<file path="config.mk">
export PLATFORM = sky130hd
export DESIGN_NAME = fft_bfly_pre_sat
export DESIGN_NICKNAME = d
export VERILOG_FILES = /design/src/rtl/fft_bfly_pre_sat.sv
export SDC_FILE = /design/constraint.sdc
export NUM_CORES = 1
export LEC_CHECK = 0
export BUFFER_PORTS_ARGS = -buffer_cell sky130_fd_sc_hd__buf_2
export CELL_PAD_IN_SITES_DETAIL_PLACEMENT = 1
export CELL_PAD_IN_SITES_GLOBAL_PLACEMENT = 1
export CORE_MARGIN = 2
export CORE_UTILIZATION = 30
export CTS_CLUSTER_DIAMETER = 80
export DETAILED_ROUTE_END_ITERATION = 8
export GPL_TIMING_DRIVEN = 0
export PLACE_DENSITY = 0.56
export SETUP_SLACK_MARGIN = 0.2
export SLEW_MARGIN = 15
export SYNTH_ARGS = -nofsm -noshare
export SYNTH_HDL_FRONTEND = slang
export SYNTH_SLANG_ARGS = --single-unit
</file>
<file path="constraint.sdc">
create_clock -name clk -period 16.2 [get_ports clk]
set_clock_uncertainty 0.05 [all_clocks]
set_input_delay 2.43 -clock clk [delete_from_list [all_inputs] [get_ports clk]]
set_output_delay 2.43 -clock clk [all_outputs]
set_load 0.01 [all_outputs]
</file>
<file path="src/rtl/fft_bfly_pre_sat.sv">
// Radix-2 delay-feedback butterfly ahead of the saturation stage.
// Buffers half a frame, then emits full-precision sum/difference lanes.
module fft_bfly_pre_sat #(
   parameter int WIDTH      = 13,
   parameter int DOUT_WIDTH = 14,
   parameter int DEPTH      = 4,
   parameter int HALF_BLKS  = 2
) (
   input  logic                         clk,
   input  logic                         rst,
   input  logic                         en,
   input  logic                         sync,
   input  logic                         din_valid,
   input  logic signed [WIDTH-1:0]      din_R [DEPTH],
   input  logic signed [WIDTH-1:0]      din_Q [DEPTH],
   output logic                         dout_valid,
   output logic                         dout_last,
   output logic signed [DOUT_WIDTH-1:0] dout_R_add [DEPTH],
   output logic signed [DOUT_WIDTH-1:0] dout_R_sub [DEPTH],
   output logic signed [DOUT_WIDTH-1:0] dout_Q_add [DEPTH],
   output logic signed [DOUT_WIDTH-1:0] dout_Q_sub [DEPTH]
);

   localparam int NPH = 2 * HALF_BLKS;
   localparam int PW  = (NPH > 2) ? $clog2(NPH) : 1;
   localparam int SW  = (HALF_BLKS > 1) ? $clog2(HALF_BLKS) : 1;
   localparam logic [PW-1:0] LAST_PH = PW'(NPH - 1);
   localparam logic [PW-1:0] HB      = PW'(HALF_BLKS);

   logic [PW-1:0]           r_phase;
   logic signed [WIDTH-1:0] r_buf_R [HALF_BLKS][DEPTH];
   logic signed [WIDTH-1:0] r_buf_Q [HALF_BLKS][DEPTH];

   logic                         w_acc;
   logic                         w_fill;
   logic                         w_comb;
   logic                         w_wr;
   logic [SW-1:0]                w_slot;
   logic [SW-1:0]                w_wr_slot;
   logic [PW-1:0]                w_nxt;
   logic signed [DOUT_WIDTH-1:0] w_R_add [DEPTH];
   logic signed [DOUT_WIDTH-1:0] w_R_sub [DEPTH];
   logic signed [DOUT_WIDTH-1:0] w_Q_add [DEPTH];
   logic signed [DOUT_WIDTH-1:0] w_Q_sub [DEPTH];

   function automatic logic signed [DOUT_WIDTH-1:0] sx(
      input logic signed [WIDTH-1:0] v
   );
      return {{(DOUT_WIDTH-WIDTH){v[WIDTH-1]}}, v};
   endfunction

   // Decode phase: accept, fill/combine split, buffer slot, next phase
   always_comb begin
      w_acc     = en & din_valid;
      w_fill    = (r_phase < HB);
      w_comb    = w_acc & ~sync & ~w_fill;
      w_wr      = w_acc & (sync | w_fill);
      w_slot    = w_fill ? r_phase[SW-1:0] : SW'(r_phase - HB);
      w_wr_slot = sync ? '0 : w_slot;
      w_nxt     = (r_phase == LAST_PH) ? '0 : r_phase + PW'(1);
   end

   // Butterfly lanes: buffered sample A against current sample B
   always_comb begin
      for (int l = 0; l < DEPTH; l++) begin
         w_R_add[l] = sx(r_buf_R[w_slot][l]) + sx(din_R[l]);
         w_R_sub[l] = sx(r_buf_R[w_slot][l]) - sx(din_R[l]);
         w_Q_add[l] = sx(r_buf_Q[w_slot][l]) + sx(din_Q[l]);
         w_Q_sub[l] = sx(r_buf_Q[w_slot][l]) - sx(din_Q[l]);
      end
   end

   // Phase counter; sync restarts the frame with this block as phase 0
   always_ff @(posedge clk or posedge rst) begin
      if (rst) begin
         r_phase <= '0;
      end else if (w_acc) begin
         r_phase <= sync ? PW'(1) : w_nxt;
      end
   end

   // Delay buffer holds the first half-frame
   always_ff @(posedge clk or posedge rst) begin
      if (rst) begin
         for (int s = 0; s < HALF_BLKS; s++) begin
            for (int l = 0; l < DEPTH; l++) begin
               r_buf_R[s][l] <= '0;
               r_buf_Q[s][l] <= '0;
            end
         end
      end else if (w_wr) begin
         for (int l = 0; l < DEPTH; l++) begin
            r_buf_R[w_wr_slot][l] <= din_R[l];
            r_buf_Q[w_wr_slot][l] <= din_Q[l];
         end
      end
   end

   // Registered outputs; data only moves on a combine block
   always_ff @(posedge clk or posedge rst) begin
      if (rst) begin
         dout_valid <= 1'b0;
         dout_last  <= 1'b0;
         for (int l = 0; l < DEPTH; l++) begin
            dout_R_add[l] <= '0;
            dout_R_sub[l] <= '0;
            dout_Q_add[l] <= '0;
            dout_Q_sub[l] <= '0;
         end
      end else if (en) begin
         dout_valid <= w_comb;
         dout_last  <= w_comb & (r_phase == LAST_PH);
         if (w_comb) begin
            for (int l = 0; l < DEPTH; l++) begin
               dout_R_add[l] <= w_R_add[l];
               dout_R_sub[l] <= w_R_sub[l];
               dout_Q_add[l] <= w_Q_add[l];
               dout_Q_sub[l] <= w_Q_sub[l];
            end
         end
      end
   end

endmodule

</file>
==> impl_metrics.ini, run 1 <==
[timing]
final_hold_viol_count = 0
tightest_slew_ps = 1202
max-slew-margin-rel_pct = 19.84
slew_violations = 0
finalSetupViolations = 0
hold_ws_ps = 422.2
timing.final.crit_share_pct = 32.94
rsz0062_at_grt = false
fin_crit_ps = 5336
max_freq_ghz = 0.1874

[power]
p_total_uw = 5514
vdd.ir_drop.worst_uv = 77.78
pwr-share-clk_pct = 23.6
p_sw_uw = 2271
power_frac_seq_pct = 31.2
p_leak_uw = 0.01531
pwr-share-comb_pct = 45.2
p_int_uw = 3243
powerDensity_nw_per_um2 = 176.4
p_sw_share_pct = 41.19

[synth]
synth-seq-cells = 428
yosysTopAreaCell = dfrtp_1
ys_types = 82
ys_seq_area_share_pct = 41.12
yosysTopAreaCellShare_pct = 41.12
synth_ff_type = dfrtp_1
synthTopCellsByCount = nand2_1 (482), dfrtp_1 (428), o21ai_0 (339)
synth_compound_gate_area_share_pct = 17.48
synth_area_leaders = dfrtp_1 (41%), ha_1 (11%), nand2_1 (6.9%)
yosys.area_share.adder_pct = 12.42
synth_nets = 3211
synthArstFlopShare_pct = 100.0
yosys-mux-area-fraction_pct = 5.256
syn_inst = 2853
yosys.cell_count.top_type = nand2_1
synth_area_per_cell_sq_um = 9.129
yosysWarnings = 0
yosys.area_share.simple_pct = 13.23
synth_top_family_by_area = compound AO/OA/AOI/OAI gates
synth-xor-area-share_pct = 5.179
syn-cell-area_sq_um = 26040
synth_edf_count = 0

[setup_path]
arrival_ps = 5820
required_ps = 16680
worst-path-buf-inv = 3
critPathTopFamily = buffers and inverters
rrSetupSlack_ps = 11040
crit_top_cell = nand2_1
cp_slowest_stage_delay_ps = 930
crit_fanout = 10
cp_slowest_cell = clkbuf_1
reg2reg_from = r_phase[0]$_DFFE_PP0P_
setup.worst_path.start_class = input port
crit_start = en
criticalPathCategory = in -> reg
critPathCaptureType = flop
crit_chain = buf_2 -> nand2_1 -> nor3b_4 -> clkbuf_1 -> clkbuf_2 -> nand2_1 -> o21ai_0

[floorplan]
core_sq_um = 86350
num_io_pins = 335
die_h_microns = 298.6
die_area_sq_um = 89190
start_util_pct = 30.16
die_x_microns = 298.6
rows = 108

[global_routing]
grt_pass1_wl_microns = 153600
track_usage_pct = 22.58
grt_max_degree = 82
grt_overflow_total = 0
grt_pass1_vias = 24150
grt_antenna_before_repair = 9

[cts]
cts_tree = done
cts-root-buf = clkbuf_16
cts_hold_buf = 0
clk_latency_ps = 620
cts_setup_buffers = 0
path_clk_slew_ps = 60
ctsResizeCount = 0
clock_sinks = 428
cts_buffers = 55
h-tree-depth = 2
cts_max_path_buffers = 3

[layout]
fin_util_pct = 36.20
syn_to_final_growth_pct = 20.03
stdcell_area_sq_um = 31260
fillCellCount = 10030
drive_gt1_share_pct = 18.74
finalNetCount = 3608

[routing]
met1_length_microns = 46840
wirelength_microns = 101900
drt_iter0_drc = 1030
wl_per_cell_microns = 22.88
highest_layer = met5
drc = 0
ant_nets = 0
first_pass_iters = 5
routed-wl-met2_microns = 49250
vias_per_cell = 5.023
dr_wl_met3_microns = 3507
vias = 22370

[outcome]
status = completed

[job]
maxCapViolations = 0

[placement]
dp_hpwl_microns = 79320
port_buffers = 334
gp_congestion = 0.8731
placed_cell_area_sq_um = 29340

[min_path]
min_path_type = reg -> reg
min_from = dout_Q_add[1]$_DFFE_PP0P_
==> final cells by class <==
cell class | instances | area, sq um | share of cell area (%)
sequential | 428 | 10710 | 34.26
timing repair buffer | 340 | 1824 | 5.836
clock inverter | 28 | 355.3 | 1.137
antenna | 6 | 15.01 | 0.04803
buffer | 155 | 670.6 | 2.145
inverter | 192 | 728.2 | 2.329
tap | 1155 | 1445 | 4.623
clock buffer | 72 | 1553 | 4.967
multi-input combinational | 2078 | 13960 | 44.65
==> power groups by stage <==
stage | clock network [uW] | logic, uW | registers (uW)
3_3_place_gp | 0 | 2440 | 1720
2_1_floorplan | 0 | 1510 | 1780
5_1_grt | 1370 | 2780 | 1770
6_report | 1300 | 2490 | 1720
4_1_cts | 1330 | 2520 | 1730
3_5_place_dp | 0 | 2500 | 1740
==> metal layers <==
layer,vias to the layer above,global-route usage [%]
met5,-,0
met2,362,38.64
met1,11360,30.27
met3,123,2.712
met4,4,5.587
li1,10530,-
==> through the flow <==
stage | std cells | worst slack (ps) | TNS, ps
after floorplan | 2853 | 1802 | 0
after global placement | 4342 | -3346 | -1394920
after detailed placement | 4348 | 10300 | 0
after CTS | 4448 | 10860 | 0
after global routing | 4451 | 10680 | 0
final | 4454 | 10860 | 0
==> cells in the final DEF (no fill, tap or decap), types with 18 or more instances in the layout <==
cell         n
a21oi_1    116
clkbuf_16   57
clkbuf_1   104
inv_1      182
o21bai_1    33
o21ai_0    339
xor2_1      35
a21o_1      25
o21ai_1     91
buf_2      363
o31ai_1     19
ha_1       233
nand2_1    482
nor2_1     107
mux2_2     109
dfrtp_1    428
xnor2_1    119
nand3_1     18
nand2b_1    27
a31oi_1     21
nor2b_1     42
nor3_1      28
==> final timing paths <==
kind | end | cells after the start
max in group asynchronous | dout_R_add[53]$_DFFE_PP0P_ | 6
setup / recovery | dout_last$_DFFE_PP0P_ | 7
hold reg to reg | dout_Q_add[1]$_DFFE_PP0P_ | 2
setup reg to reg | dout_Q_sub[10]$_DFFE_PP0P_ | 14
hold / removal | dout_Q_add[1]$_DFFE_PP0P_ | 2
min in group asynchronous | dout_Q_add[22]$_DFFE_PP0P_ | 2
==> worst reg2reg max path, delay by kind of cell (launching register included) <==
kind | cells | cell delay [ps]
flip-flops | 1 | 340
XOR/XNOR | 1 | 410
buffers and inverters | 4 | 1900
AND/OR/NAND/NOR | 1 | 80
AO/OA/AOI/OAI | 5 | 1160
multiplexers | 1 | 390
adder cells (fa/ha/maj) | 2 | 680
==> flip-flops by register name, indices dropped and copies added (netlist names) <==
register	cells
r_buf_R	104
dout_valid	1
dout_Q_sub	54
r_phase	2
dout_R_sub	53
dout_Q_add	54
dout_last	1
dout_R_add	55
r_buf_Q	104
==> logic make-up (layout without fill, tap and decap cells) <==
family,after synthesis,count (layout)
xor gates and xnor gates,154,154
adders and majority gates,249,249
and+or+nand+nor,783,783
other,0,6
DFF,428,428
buffers and inverters,347,787
muxes,123,123
AOI/OAI and AO/OA,769,769
(Power assumes the default switching activity.)
==> run 2: changes to the inputs <==
Clock period 16.2 ns to 5.15 ns, I/O delays scaled along.
==> impl_metrics.ini, run 2 (synthesis gave the netlist of run 1 again) <==
[routing]
wl_per_cell_microns = 22.88
drt_iter0_drc = 996
ant_nets = 0
wirelength_microns = 102100
vias_per_cell = 5.039
vias = 22480
drc = 0
first_pass_iters = 5

[setup_path]
cp.depth = 12
setup.worst_path.start_class = flop
cp_slowest_stage_delay_ps = 530
worst-path-buf-inv = 3
crit_top_cell = o21ai_1
required_ps = 5570
arrival_ps = 5030
worstRegToRegCells = 12
critPathTopFamily = compound AO/OA/AOI/OAI gates
critPathCaptureType = flop
cp_slowest_cell = xnor2_1
crit_chain = buf_2 -> clkbuf_4 -> mux2i_1 -> ha_1 -> inv_1 -> fa_1 -> a211oi_1 -> o21ai_1 -> a221oi_1 -> o21ai_1 -> xnor2_1 -> o21ai_1
criticalPathCategory = reg -> reg
crit_fanout = 18

[floorplan]
die_area_sq_um = 89190
rows = 108
core_sq_um = 86350
die_h_microns = 298.6
die_x_microns = 298.6
start_util_pct = 30.16
num_io_pins = 335

[placement]
port_buffers = 334
gp_congestion = 0.8904
dp_cells = 4359
dp_hpwl_microns = 80230

[min_path]
worstHoldPathCells = 2
min_path_type = in -> reg

[cts]
cts_buffers = 55
cts_tree = done
h-tree-depth = 2
cts-root-buf = clkbuf_16
clock_sinks = 428
clk_latency_ps = 600
cts_max_path_buffers = 3
cts_setup_buffers = 0
path_clk_slew_ps = 60

[layout]
final_cell_mix = nand2_1 (482), dfrtp_1 (428), buf_2 (362), o21ai_0 (339), ha_1 (233)
layout_commonest_cell = nand2_1
syn_to_final_growth_pct = 21.17
drive_gt1_share_pct = 19.05
fillCellCount = 10040
fin_cells = 4461
multi_input_area_sq_um = 13960
finalNetCount = 3619
top_regs = r_buf_Q: 104 flops, r_buf_R: 104 flops, dout_R_add: 55 flops
seq_area_sq_um = 10710
fin_util_pct = 36.55

[global_routing]
grt_pass1_vias = 24220
grt_antenna_before_repair = 13
grt_overflow_total = 0
grt_max_degree = 37
grt_pass1_wl_microns = 153100
track_usage_pct = 22.55

[timing]
timing.final.crit_share_pct = 89.41
hold_ws_ps = 418.1
rsz0062_at_grt = false
final_hold_viol_count = 0
max-slew-margin-rel_pct = 17.40
max_freq_ghz = 0.2172
finalSetupTns_ps = 0
slew_violations = 0
fin_crit_ps = 4604
tightest_slew_ps = 1239
finalSetupViolations = 0

[power]
p_total_uw = 17480
powerDensity_nw_per_um2 = 553.9
vdd.ir_drop.worst_uv = 230.4
p_leak_uw = 0.01545

[outcome]
status = completed

[job]
maxCapViolations = 0
run 2: area by class of cell:
type / count / share of cell area [%]
Timing Repair Buffer: 352 / 6.526
Clock buffer: 77 / 5.139
Tap cell: 1155 / 4.580
Inverter: 192 / 2.296
Sequential cell: 428 / 33.94
Buffer: 154 / 2.153
Multi-Input combinational cell: 2078 / 44.23
Antenna cell: 4 / 0.03172
Clock inverter: 21 / 1.102
run 2: path summary, 6_finish.rpt:
path                                            start  slack [ps]                         end
setup / recovery               r_phase[0]$_DFFE_PP0P_         550  dout_R_sub[26]$_DFFE_PP0P_
min in group asynchronous                         rst         580  dout_Q_add[21]$_DFFE_PP0P_
hold reg to reg            dout_R_add[43]$_DFFE_PP0P_         420  dout_R_add[43]$_DFFE_PP0P_
max in group asynchronous                         rst        2850  dout_R_add[53]$_DFFE_PP0P_
hold / removal                              din_R[26]         420     r_buf_R[78]$_DFFE_PP0P_
setup reg to reg               r_phase[0]$_DFFE_PP0P_         550  dout_R_sub[26]$_DFFE_PP0P_
run 2: power by group:
part           internal [uW]  switching (uW)
clock network           2630            1590
registers               4610             759
logic                   3130            4760
total                  10400            7100
run 2: through the flow:
stage	setup slack, ps	cell area (sq um)
2_1_floorplan	-1450	26050
3_3_place_gp	-4222	29160
3_5_place_dp	-171.6	29560
4_1_cts	361.1	31540
5_1_grt	274.2	31550
6_report	545.5	31560
run 2: timing repair:
action	in CTS	in global routing
gates resized for setup	2	4
cloned	0	0
setup endpoints to repair	11	1
hold buffers	1	0
pin swaps	0	0
hold endpoints to repair	4	0
run 2: worst reg2reg max path: cells and delay by family, from the launching register on:
family | cells | cell delay [ps]
buf+inv | 3 | 1080
mux | 1 | 330
compound gates | 5 | 1430
xor+xnor | 1 | 530
fa+ha+maj | 2 | 720
flops | 1 | 340
run 2: per-layer routing:
metal	part of all wire, %	global-route usage, %	vias to the layer above	wire length [microns]
met3	4.5	3.671	157	4596
li1	-	-	10550	-
met2	47	37.50	459	48010
met4	3.7	8.136	4	3735
met1	45	29.56	11310	45710
met5	0.028	0	-	29
